`src/rtl/serial_to_parallel_receiver.sv`:
```
// Serial-to-parallel receive end of the shift link: assembles MSB- or LSB-first bits into a
// WIDTH-bit word behind a valid/ready output register. Define PARITY_CHECK_EN for a trailing even-parity bit.
module serial_to_parallel_receiver #(
    parameter int WIDTH = 8
) (
    input  logic             clk,
    input  logic             reset,
    input  logic             ser_in,
    input  logic             ser_valid,
    input  logic             frame_start,
    input  logic             msb_first,
    output logic [WIDTH-1:0] par_out,
    output logic             par_valid,
    input  logic             par_ready,
    output logic             busy,
    output logic             overrun,
    output logic             parity_err
);

`ifdef PARITY_CHECK_EN
    localparam int FRAME_LEN = WIDTH + 1;
`else
    localparam int FRAME_LEN = WIDTH;
`endif
    localparam int CW = $clog2(FRAME_LEN + 1);

    typedef enum logic [0:0] {
        IDLE  = 1'b0,
        SHIFT = 1'b1
    } state_t;

`ifdef PARITY_CHECK_EN
    function automatic logic even_parity(input logic [WIDTH-1:0] data);
        return ^data;
    endfunction
`endif

    state_t           state_q, state_d;
    logic [WIDTH-1:0] sreg_q, sreg_d;
    logic [CW-1:0]    cnt_q, cnt_d;
    logic             msb_q, msb_d;
    logic [WIDTH-1:0] par_out_q, par_out_d;
    logic             par_valid_q, par_valid_d;
    logic             busy_q, busy_d;
    logic             overrun_q, overrun_d;
    logic             parity_err_q, parity_err_d;

    logic [WIDTH-1:0] shifted_s;
    logic [WIDTH-1:0] start_s;
    logic [CW-1:0]    cnt_inc_s;
    logic [WIDTH-1:0] word_s;
    logic             word_perr_s;
    logic             complete_s;

    // Next-state, shift register and output-register load decisions.
    always_comb begin
        state_d      = state_q;
        sreg_d       = sreg_q;
        cnt_d        = cnt_q;
        msb_d        = msb_q;
        par_out_d    = par_out_q;
        overrun_d    = overrun_q;
        parity_err_d = parity_err_q;
        word_s       = sreg_q;
        word_perr_s  = 1'b0;
        complete_s   = 1'b0;
        cnt_inc_s    = cnt_q + CW'(1);

        if (msb_q) begin
            shifted_s = {sreg_q[WIDTH-2:0], ser_in};
        end else begin
            shifted_s = {ser_in, sreg_q[WIDTH-1:1]};
        end

        // A new frame starts from an empty register so stale partial bits never leak in.
        if (msb_first) begin
            start_s = {{(WIDTH-1){1'b0}}, ser_in};
        end else begin
            start_s = {ser_in, {(WIDTH-1){1'b0}}};
        end

        if (par_valid_q && par_ready) begin
            par_valid_d = 1'b0;
        end else begin
            par_valid_d = par_valid_q;
        end

        case (state_q)
            IDLE: begin
                if (ser_valid && frame_start) begin
                    sreg_d  = start_s;
                    msb_d   = msb_first;
                    cnt_d   = CW'(1);
                    state_d = SHIFT;
                end else begin
                    state_d = IDLE;
                end
            end
            SHIFT: begin
                if (ser_valid && frame_start) begin
                    sreg_d = start_s;
                    msb_d  = msb_first;
                    cnt_d  = CW'(1);
                end else if (ser_valid) begin
                    if (cnt_inc_s == CW'(FRAME_LEN)) begin
                        complete_s = 1'b1;
                        cnt_d      = {CW{1'b0}};
                        state_d    = IDLE;
`ifdef PARITY_CHECK_EN
                        word_s      = sreg_q;
                        word_perr_s = even_parity(sreg_q) ^ ser_in;
                        sreg_d      = sreg_q;
`else
                        word_s      = shifted_s;
                        word_perr_s = 1'b0;
                        sreg_d      = shifted_s;
`endif
                    end else begin
                        sreg_d = shifted_s;
                        cnt_d  = cnt_inc_s;
                    end
                end else begin
                    state_d = SHIFT;
                end
            end
            default: begin
                state_d = IDLE;
                cnt_d   = {CW{1'b0}};
            end
        endcase

        // The waiting word may only be replaced if it is being consumed this same cycle.
        if (complete_s) begin
            if (!par_valid_q || par_ready) begin
                par_out_d    = word_s;
                par_valid_d  = 1'b1;
                parity_err_d = word_perr_s;
            end else begin
                overrun_d = 1'b1;
            end
        end else begin
            overrun_d = overrun_q;
        end

        busy_d = (state_d == SHIFT);
    end

    // State and output registers with synchronous active-low reset.
    always_ff @(posedge clk) begin
        if (!reset) begin
            state_q      <= IDLE;
            sreg_q       <= {WIDTH{1'b0}};
            cnt_q        <= {CW{1'b0}};
            msb_q        <= 1'b0;
            par_out_q    <= {WIDTH{1'b0}};
            par_valid_q  <= 1'b0;
            busy_q       <= 1'b0;
            overrun_q    <= 1'b0;
            parity_err_q <= 1'b0;
        end else begin
            state_q      <= state_d;
            sreg_q       <= sreg_d;
            cnt_q        <= cnt_d;
            msb_q        <= msb_d;
            par_out_q    <= par_out_d;
            par_valid_q  <= par_valid_d;
            busy_q       <= busy_d;
            overrun_q    <= overrun_d;
            parity_err_q <= parity_err_d;
        end
    end

    assign par_out    = par_out_q;
    assign par_valid  = par_valid_q;
    assign busy       = busy_q;
    assign overrun    = overrun_q;
    assign parity_err = parity_err_q;

endmodule

```
`config.mk`:
```
export PLATFORM = sky130hd
export DESIGN_NAME = serial_to_parallel_receiver
export DESIGN_NICKNAME = d
export VERILOG_FILES = /design/src/rtl/serial_to_parallel_receiver.sv
export SDC_FILE = /design/constraint.sdc
export NUM_CORES = 1
export LEC_CHECK = 0
export BUFFER_PORTS_ARGS = -buffer_cell sky130_fd_sc_hd__buf_2
export CAP_MARGIN = 15
export CORE_MARGIN = 2
export CORE_UTILIZATION = 49
export CTS_CLUSTER_SIZE = 16
export DETAILED_ROUTE_END_ITERATION = 10
export PLACE_DENSITY = 0.78
export SLEW_MARGIN = 15
export SYNTH_ARGS = -nofsm -noshare
export SYNTH_HDL_FRONTEND = slang
export SYNTH_SLANG_ARGS = --single-unit
```
`constraint.sdc`:
```
create_clock -name clk -period 1.8 [get_ports clk]
set_clock_uncertainty 0.1 [all_clocks]
set_input_delay 0.18 -clock clk [delete_from_list [all_inputs] [get_ports clk]]
set_output_delay 0.18 -clock clk [all_outputs]
set_load 0.02 [all_outputs]
```
==> reports/metrics.yaml, run 1 <==
placed_design:
  io_buffers: 17
  routabilityCongestion: 0.798
  dp_hpwl_um: 1800
worst_setup_path:
  cpMaxStageDelayCell: "or4b_4"
  path_cells: "ha_2 -> or4b_4 -> a211o_4 -> mux2i_1"
  start_kind: "register"
  crit_cells: 4
  critPathBufInv: 0
  r2r_cells: 4
  crit_arrival_ns: 1.92
  critPathTopFamily: "simple AND/OR/NAND/NOR gates"
  slowest_delay_ns: 0.49
  path_class: "reg -> reg"
  worstSetupEndpointType: "register"
  required_ns: 1.92
  cp_max_fo: 8
clock_tree:
  clk_pin_slew_ns: 0.13
  numCtsBuffers: 3
  clk_latency_ns: 0.32
  cts_root_buf: "clkbuf_4"
  clock-sinks: 24
  cts_tree: "done"
  cts-htree-levels: 1
  cts.path.max_buffers: 2
yosys:
  synth_cell_type_count: 36
  synth_cells: 129
  synth_warnings: 0
  synth.top_cell.area_share: 0.415
  syn_nets: 138
  syn_area_per_cell_sq_um: 8.98
  yosys.area.top_type: "dfxtp_1"
  seq_area_frac_synth: 0.415
  synth_area_sq_um: 1160
  ys_ff_latch: 24
  synth_area_leaders: "dfxtp_1, mux2_2, nand2_1"
pwr:
  ir_drop_mv: 0.409
  p_leak_nw: 0.636
  power_density_nw_per_um2: 673
  fin_total_pwr_uw: 920
min_path:
  hold_class: "in -> reg"
  whs_path_depth: 2
finish:
  diodes: 0
  fin_nets: 163
  syn2layout_area_growth_pct: 17.9
  layout-drive-gt1-share: 0.314
floorplan:
  die_height_um: 52.6
  io_pins: 19
  core_area_sq_um: 2230
  start_util: 0.519
  row_count: 17
  die_area_sq_um: 2770
  die_x_um: 52.6
timing:
  rsz0062_at_grt: "true"
  fin_crit_sh: 0.998
  whs_ns: 0.0116
  fmax_ghz: 0.556
  fin_crit_ns: 1.80
  timing_hold_violations_final: 0
  final_max_slew_viol_count: 0
  maxSlewHeadroom: 0.667
  setup_violations: 0
  worst_slew_pin_slew_ns: 0.496
routing:
  drtPass1Iterations: 4
  wl_per_cell_um: 13.5
  num_vias: 999
  wl_um: 2450
  drc_errors: 0
  postRouteAntennaNets: 0
  viasPerCell: 5.52
  drt_iter0_drc: 32
grt:
  grt_pass1_wl_um: 4150
  met3_usage: 0.0429
  met1_usage: 0.257
  grt_max_degree: 24
  antenna_found_initial: 0
  met2_usage: 0.340
  grt-busiest-layer: "met2"
  grt_pass1_vias: 932
  grt_use_total: 0.208
  grt_remaining_overflow: 0
run:
  drv_cap: 0
outcome:
  status: "complete, no violations"
[metal layers]
layer	wire length [um]	up-vias
met4	36	0
met2	1200	20
met5	0	-
li1	-	496
met3	76	4
met1	1140	479
[cell families after synthesis]
group	count (synthesis)	share of synthesized area
other cells	1	0.00324
xor+xnor	1	0.00756
compound gates	27	0.165
mux	16	0.147
fa+ha+maj	2	0.0216
buf+inv	10	0.0421
flops	24	0.415
simple gates	48	0.199
[repair_timing]
item,4_1_cts,5_1_grt
buffers inserted,0,0
cloned,0,0
endpoints found under the setup margin,8,8
hold buffers,0,0
gates resized for setup,3,1
pin swaps,0,1
[placed cells by master, fill, tap and decap left out, types with 2 or more instances in the layout]
cell type  Yosys  layout
nand2_1       23      23
dfxtp_1       24      22
buf_2          0      17
nor2_1        10      10
buf_4          1      10
mux2_2         8       8
mux2i_1        8       8
a22oi_1        7       7
a21oi_1        5       5
nor2b_1        3       3
o21ai_0        3       3
and2_1         3       3
clkbuf_4       0       3
a21boi_0       2       2
nand3b_1       2       2
inv_1          2       2
a31oi_1        2       2
dfxtp_2        0       2
[power by group]
group	leakage, nW	internal (mW)	switching (mW)	total [mW]
clock network	0.0210	0.124	0.167	0.291
registers	0.195	0.540	0.00679	0.547
logic	0.420	0.0320	0.0503	0.0823
[worst register-to-register path, cell delays in order, from the launching register on]
cell,delay [ns]
dfxtp_2,0.36
ha_2,0.19
or4b_4,0.49
a211o_4,0.42
mux2i_1,0.15
[cell usage after synthesis]
cell / number
a21oi_1: 5
clkbuf_1: 5
a31oi_1: 2
inv_1: 2
a22o_1: 1
and2_1: 3
o21a_1: 1
ha_1: 2
nor3b_1: 1
nor3_1: 1
a211oi_1: 1
o2111ai_1: 1
and3b_2: 1
inv_2: 1
conb_1: 1
nand3_1: 1
o311a_2: 1
nand2_1: 23
a22oi_1: 7
buf_6: 1
nand2b_1: 1
buf_4: 1
nor2b_1: 3
o21ai_0: 3
mux2_2: 8
a211o_1: 1
xnor2_1: 1
nor2_1: 10
mux2i_1: 8
dfxtp_1: 24
or4b_4: 1
a21boi_0: 2
and3_1: 1
a21o_2: 1
nand3b_1: 2
o311a_1: 1
[path summary, 6_finish.rpt]
check | endpoint | slack (ns) | from
worst min register to register | par_out[4]$_SDFFE_PN0P_ | 0.37 | par_out[4]$_SDFFE_PN0P_
worst max-delay path | par_out[3]$_SDFFE_PN0P_ | 0.003 | cnt_q[0]$_SDFFE_PN0P_
worst min-delay path | busy$_SDFF_PN0_ | 0.01 | ser_valid
worst max register to register | par_out[3]$_SDFFE_PN0P_ | 0.003 | cnt_q[0]$_SDFFE_PN0P_
[flip-flops by register name (all words and copies together), names as in the netlist]
signal and cells:
cnt_q 4, par_valid 1, busy 1, msb_q 1
overrun 1, par_out 8, sreg_q 8
[area by class of cell]
cell class	count	area, sq um
clock buffer	4	36.3
fill	176	867
inverter	3	11.3
multi-input combinational	95	641
sequential	24	483
tap	28	35.0
timing repair buffer	27	160
[per-stage QoR]
step                       util  cells  cell area (sq um)  setup TNS (ns)  worst slack [ns]
after CTS                 0.611    181               1370               0            0.0220
final                     0.612    181               1370               0           0.00300
after global placement    0.590    177               1320               0          0.000255
after global routing      0.612    181               1370          -0.323           -0.0484
after detailed placement  0.590    177               1320          -0.332           -0.0514
after floorplan               -    129               1160               0            0.0116
Note: power is estimated with default switching activity, not from simulation.
==> run 2: changes to the inputs <==
--- a/config.mk
+++ b/config.mk
@@ -5,13 +5,15 @@
 export SDC_FILE = /design/constraint.sdc
 export NUM_CORES = 1
 export LEC_CHECK = 0
+export ABC_AREA = 1
 export BUFFER_PORTS_ARGS = -buffer_cell sky130_fd_sc_hd__buf_2
 export CAP_MARGIN = 15
+export CORE_ASPECT_RATIO = 1.4
 export CORE_MARGIN = 2
 export CORE_UTILIZATION = 49
 export CTS_CLUSTER_SIZE = 16
 export DETAILED_ROUTE_END_ITERATION = 10
-export PLACE_DENSITY = 0.78
+export PLACE_DENSITY = 0.77
 export SLEW_MARGIN = 15
 export SYNTH_ARGS = -nofsm -noshare
 export SYNTH_HDL_FRONTEND = slang
==> reports/metrics.yaml, run 2 <==
outcome:
  status: "complete, no violations"  # unchanged
floorplan:
  start_util: 0.515  # was 0.519
  die_area_sq_um: 2900  # was 2770 sq um
  row_count: 21  # was 17
  die_x_um: 46.1  # was 52.6 um
  core_area_sq_um: 2360  # was 2230 sq um
  die_height_um: 63.0  # was 52.6 um
  io_pins: 19  # unchanged
worst_setup_path:
  path_class: "reg -> reg"  # unchanged
  r2r_cells: 8  # was 4
  cp_max_fo: 10  # was 8
  worstSetupEndpointType: "register"  # unchanged
  start_kind: "register"  # unchanged
  worstReg2RegStart: "cnt_q[0]$_SDFFE_PN0P_"  # unchanged
  reg2reg_slack_ns: 0.17  # was 0.003 ns
  required_ns: 1.94  # was 1.92 ns
  crit_arrival_ns: 1.77  # was 1.92 ns
  r2r_end: "par_out[7]$_SDFFE_PN0P_"  # was par_out[3]$_SDFFE_PN0P_
grt:
  grt_max_degree: 18  # was 24
  antenna_found_initial: 0  # unchanged
  grt_pass1_wl_um: 4080  # was 4150 um
  grt_pass1_vias: 1003  # was 932
  grt_remaining_overflow: 0  # unchanged
  grt_use_total: 0.185  # was 0.208
timing:
  setup_violations: 0  # unchanged
  final_max_slew_viol_count: 0  # unchanged
  fmax_ghz: 0.614  # was 0.556 GHz
  rsz0062_at_grt: "false"  # was true
  fin_crit_sh: 0.906  # was 0.998
  timing_hold_violations_final: 0  # unchanged
  fin_crit_ns: 1.63  # was 1.80 ns
  finalSetupTns_ns: 0  # unchanged
  fin_ws_ns: 0.170  # was 0.00300 ns
finish:
  final_cell_mix: "nand2_1, nor2_1, dfxtp_1"  # was nand2_1, dfxtp_1, buf_2
  n_fill_cell: 226  # was 176
  multi_input_area_sq_um: 608  # was 641 sq um
  final-seq-area_sq_um: 480  # was 483 sq um
  layout-drive-gt1-share: 0.198  # was 0.314
  syn2layout_area_growth_pct: 11.4  # was 17.9%
  final_common_cell: "nand2_1"  # unchanged
  fin_cells: 210  # was 181
  diodes: 0  # unchanged
  fin_nets: 197  # was 163
routing:
  postRouteAntennaNets: 0  # unchanged
  wl_um: 2440  # was 2450 um
  viasPerCell: 5.32  # was 5.52
  wl_per_cell_um: 11.6  # was 13.5 um
  num_vias: 1117  # was 999
  drtPass1Iterations: 4  # unchanged
  drt_iter0_drc: 21  # was 32
  drc_errors: 0  # unchanged
yosys:
  synth.top_cell.area_share: 0.395  # was 0.415
  synth_cells: 171  # was 129
  syn_area_per_cell_sq_um: 7.12  # was 8.98 sq um
  synth_warnings: 0  # unchanged
  synth_area_leaders: "dfxtp_1, nand2_1, nor2_1"  # was dfxtp_1, mux2_2, nand2_1
  yosys.area.top_type: "dfxtp_1"  # unchanged
  ys_ff_latch: 24  # unchanged
  synth_area_sq_um: 1220  # was 1160 sq um
  synth_common_cells: "nand2_1, dfxtp_1, nor2_1"  # was dfxtp_1, nand2_1, nor2_1
  seq_area_frac_synth: 0.395  # was 0.415
  syn_nets: 180  # was 138
  synth_edf_count: 0  # unchanged
  synth_most_common_cell: "nand2_1"  # was dfxtp_1
  synth_top_flop_cell: "dfxtp_1"  # unchanged
  synth_cell_type_count: 25  # was 36
  synth-async-reset-ratio: 0  # unchanged
pwr:
  p_sw_uw: 248  # was 224 uW
  seqPwrFrac: 0.532  # was 0.594
  power_density_nw_per_um2: 771  # was 673 nW/um^2
  clkPwrFrac: 0.380  # was 0.316
  p_leak_nw: 0.555  # was 0.636 nW
  p_sw_frac: 0.237  # was 0.244
  p_int_uw: 798  # was 696 uW
  ir_drop_mv: 0.486  # was 0.409 mV
  power_frac_comb: 0.089  # about the same
  fin_total_pwr_mw: 1.05  # was 920 uW
min_path:
  holdPathEnd: "msb_q$_SDFFE_PN0P_"  # was busy$_SDFF_PN0_
  hold_class: "in -> reg"  # unchanged
  min_from: "msb_first"  # was ser_valid
  whs_path_depth: 3  # was 2
clock_tree:
  cts_setup_buffers: 0  # unchanged
  clk_pin_slew_ns: 0.13  # about the same
  numCtsBuffers: 3  # unchanged
  cts_root_buf: "clkbuf_4"  # unchanged
  hold_buffers: 0  # unchanged
  cts_tree: "done"  # unchanged
  clock-sinks: 24  # unchanged
  cts_resized: 0  # was 3
  clk_latency_ns: 0.32  # about the same
  cts.path.max_buffers: 2  # unchanged
  cts-htree-levels: 1  # unchanged
run:
  drv_cap: 0  # unchanged
placed_design:
  place_inst: 206  # was 177
  io_buffers: 17  # unchanged
  place_ws_ns: 0.199  # was -0.0514 ns
  dp_hpwl_um: 1840  # was 1800 um
  routabilityCongestion: 0.836  # was 0.798
-- run 2: cell count changes after synthesis, sizes merged, moves of 7 or more --
cell	previous run	this run
a22oi	7	0
inv	3	27
mux2	8	0
mux2i	8	0
nand2	23	37
nand3	1	9
nand4	0	10
nor2	10	29
-- run 2: critical path: stages, from the launching register on --
cell	delay, ns
dfxtp_1	0.47
ha_1	0.22
inv_1	0.05
nand2_1	0.10
nand3_2	0.12
nor2_4	0.23
nand4_1	0.13
nand2_1	0.10
nor2_1	0.04
-- run 2: area by class of cell --
class / count / area share
sequential: 24 / 0.354
clock buffer: 3 / 0.0166
tap: 23 / 0.0212
timing repair buffer: 17 / 0.0627
multi-input combinational: 115 / 0.448
clock inverter: 1 / 0.0221
inverter: 27 / 0.0747
-- run 2: worst max-delay path by stage --
stage / start / to / slack (ns) / cells after the start
finish: cnt_q[0]$_SDFFE_PN0P_ / par_out[7]$_SDFFE_PN0P_ / 0.17 / 8
global route: cnt_q[0]$_SDFFE_PN0P_ / par_out[3]$_SDFFE_PN0P_ / 0.07 / 8
CTS: cnt_q[0]$_SDFFE_PN0P_ / par_out[7]$_SDFFE_PN0P_ / 0.17 / 8
detailed placement: cnt_q[0]$_SDFFE_PN0P_ / par_out[7]$_SDFFE_PN0P_ / 0.20 / 8
global placement: cnt_q[0]$_SDFFE_PN0P_ / par_out[7]$_SDFFE_PN0P_ / 0.27 / 8
floorplan: cnt_q[0]$_SDFFE_PN0P_ / par_out[0]$_SDFFE_PN0P_ / 0.38 / 8
-- run 2: layer usage --
metal,up-vias,track usage,share of wire
met4,0,0.0750,0.020
met3,5,0.0173,0.021
met2,17,0.316,0.52
li1,583,-,-
met5,-,0,0
met1,512,0.224,0.44
-- run 2: logic make-up (layout without fill, tap and decap cells) --
kind of cell,after synthesis,after routing,synth area share
AO/OA/AOI/OAI,26,26,0.120
adder cells (fa/ha/maj),2,2,0.0206
buffers and inverters,32,48,0.106
flip-flops,24,24,0.395
other,1,1,0.00308
AND/OR/NAND/NOR,86,86,0.356
-- run 2: metrics by stage --
| stage | utilization | hold slack (ns) | instance area, sq um |
|---|---|---|---|
| 4_1_cts | 0.574 | 0.0214 | 1360 |
| 3_3_place_gp | 0.551 | 0.342 | 1300 |
| 2_1_floorplan | - | 0.232 | 1220 |
| 6_report | 0.574 | 0.0230 | 1360 |
| 3_5_place_dp | 0.551 | 0.352 | 1300 |
| 5_1_grt | 0.574 | 0.0284 | 1360 |
-- run 2: power groups by stage --
stage / Sequential, mW / Clock [mW] / Combinational (mW)
floorplan: 0.565 / 0 / 0.0696
global route: 0.558 / 0.420 / 0.104
detailed placement: 0.568 / 0 / 0.0916
CTS: 0.556 / 0.402 / 0.0921
finish: 0.556 / 0.397 / 0.0926
global placement: 0.567 / 0 / 0.0900
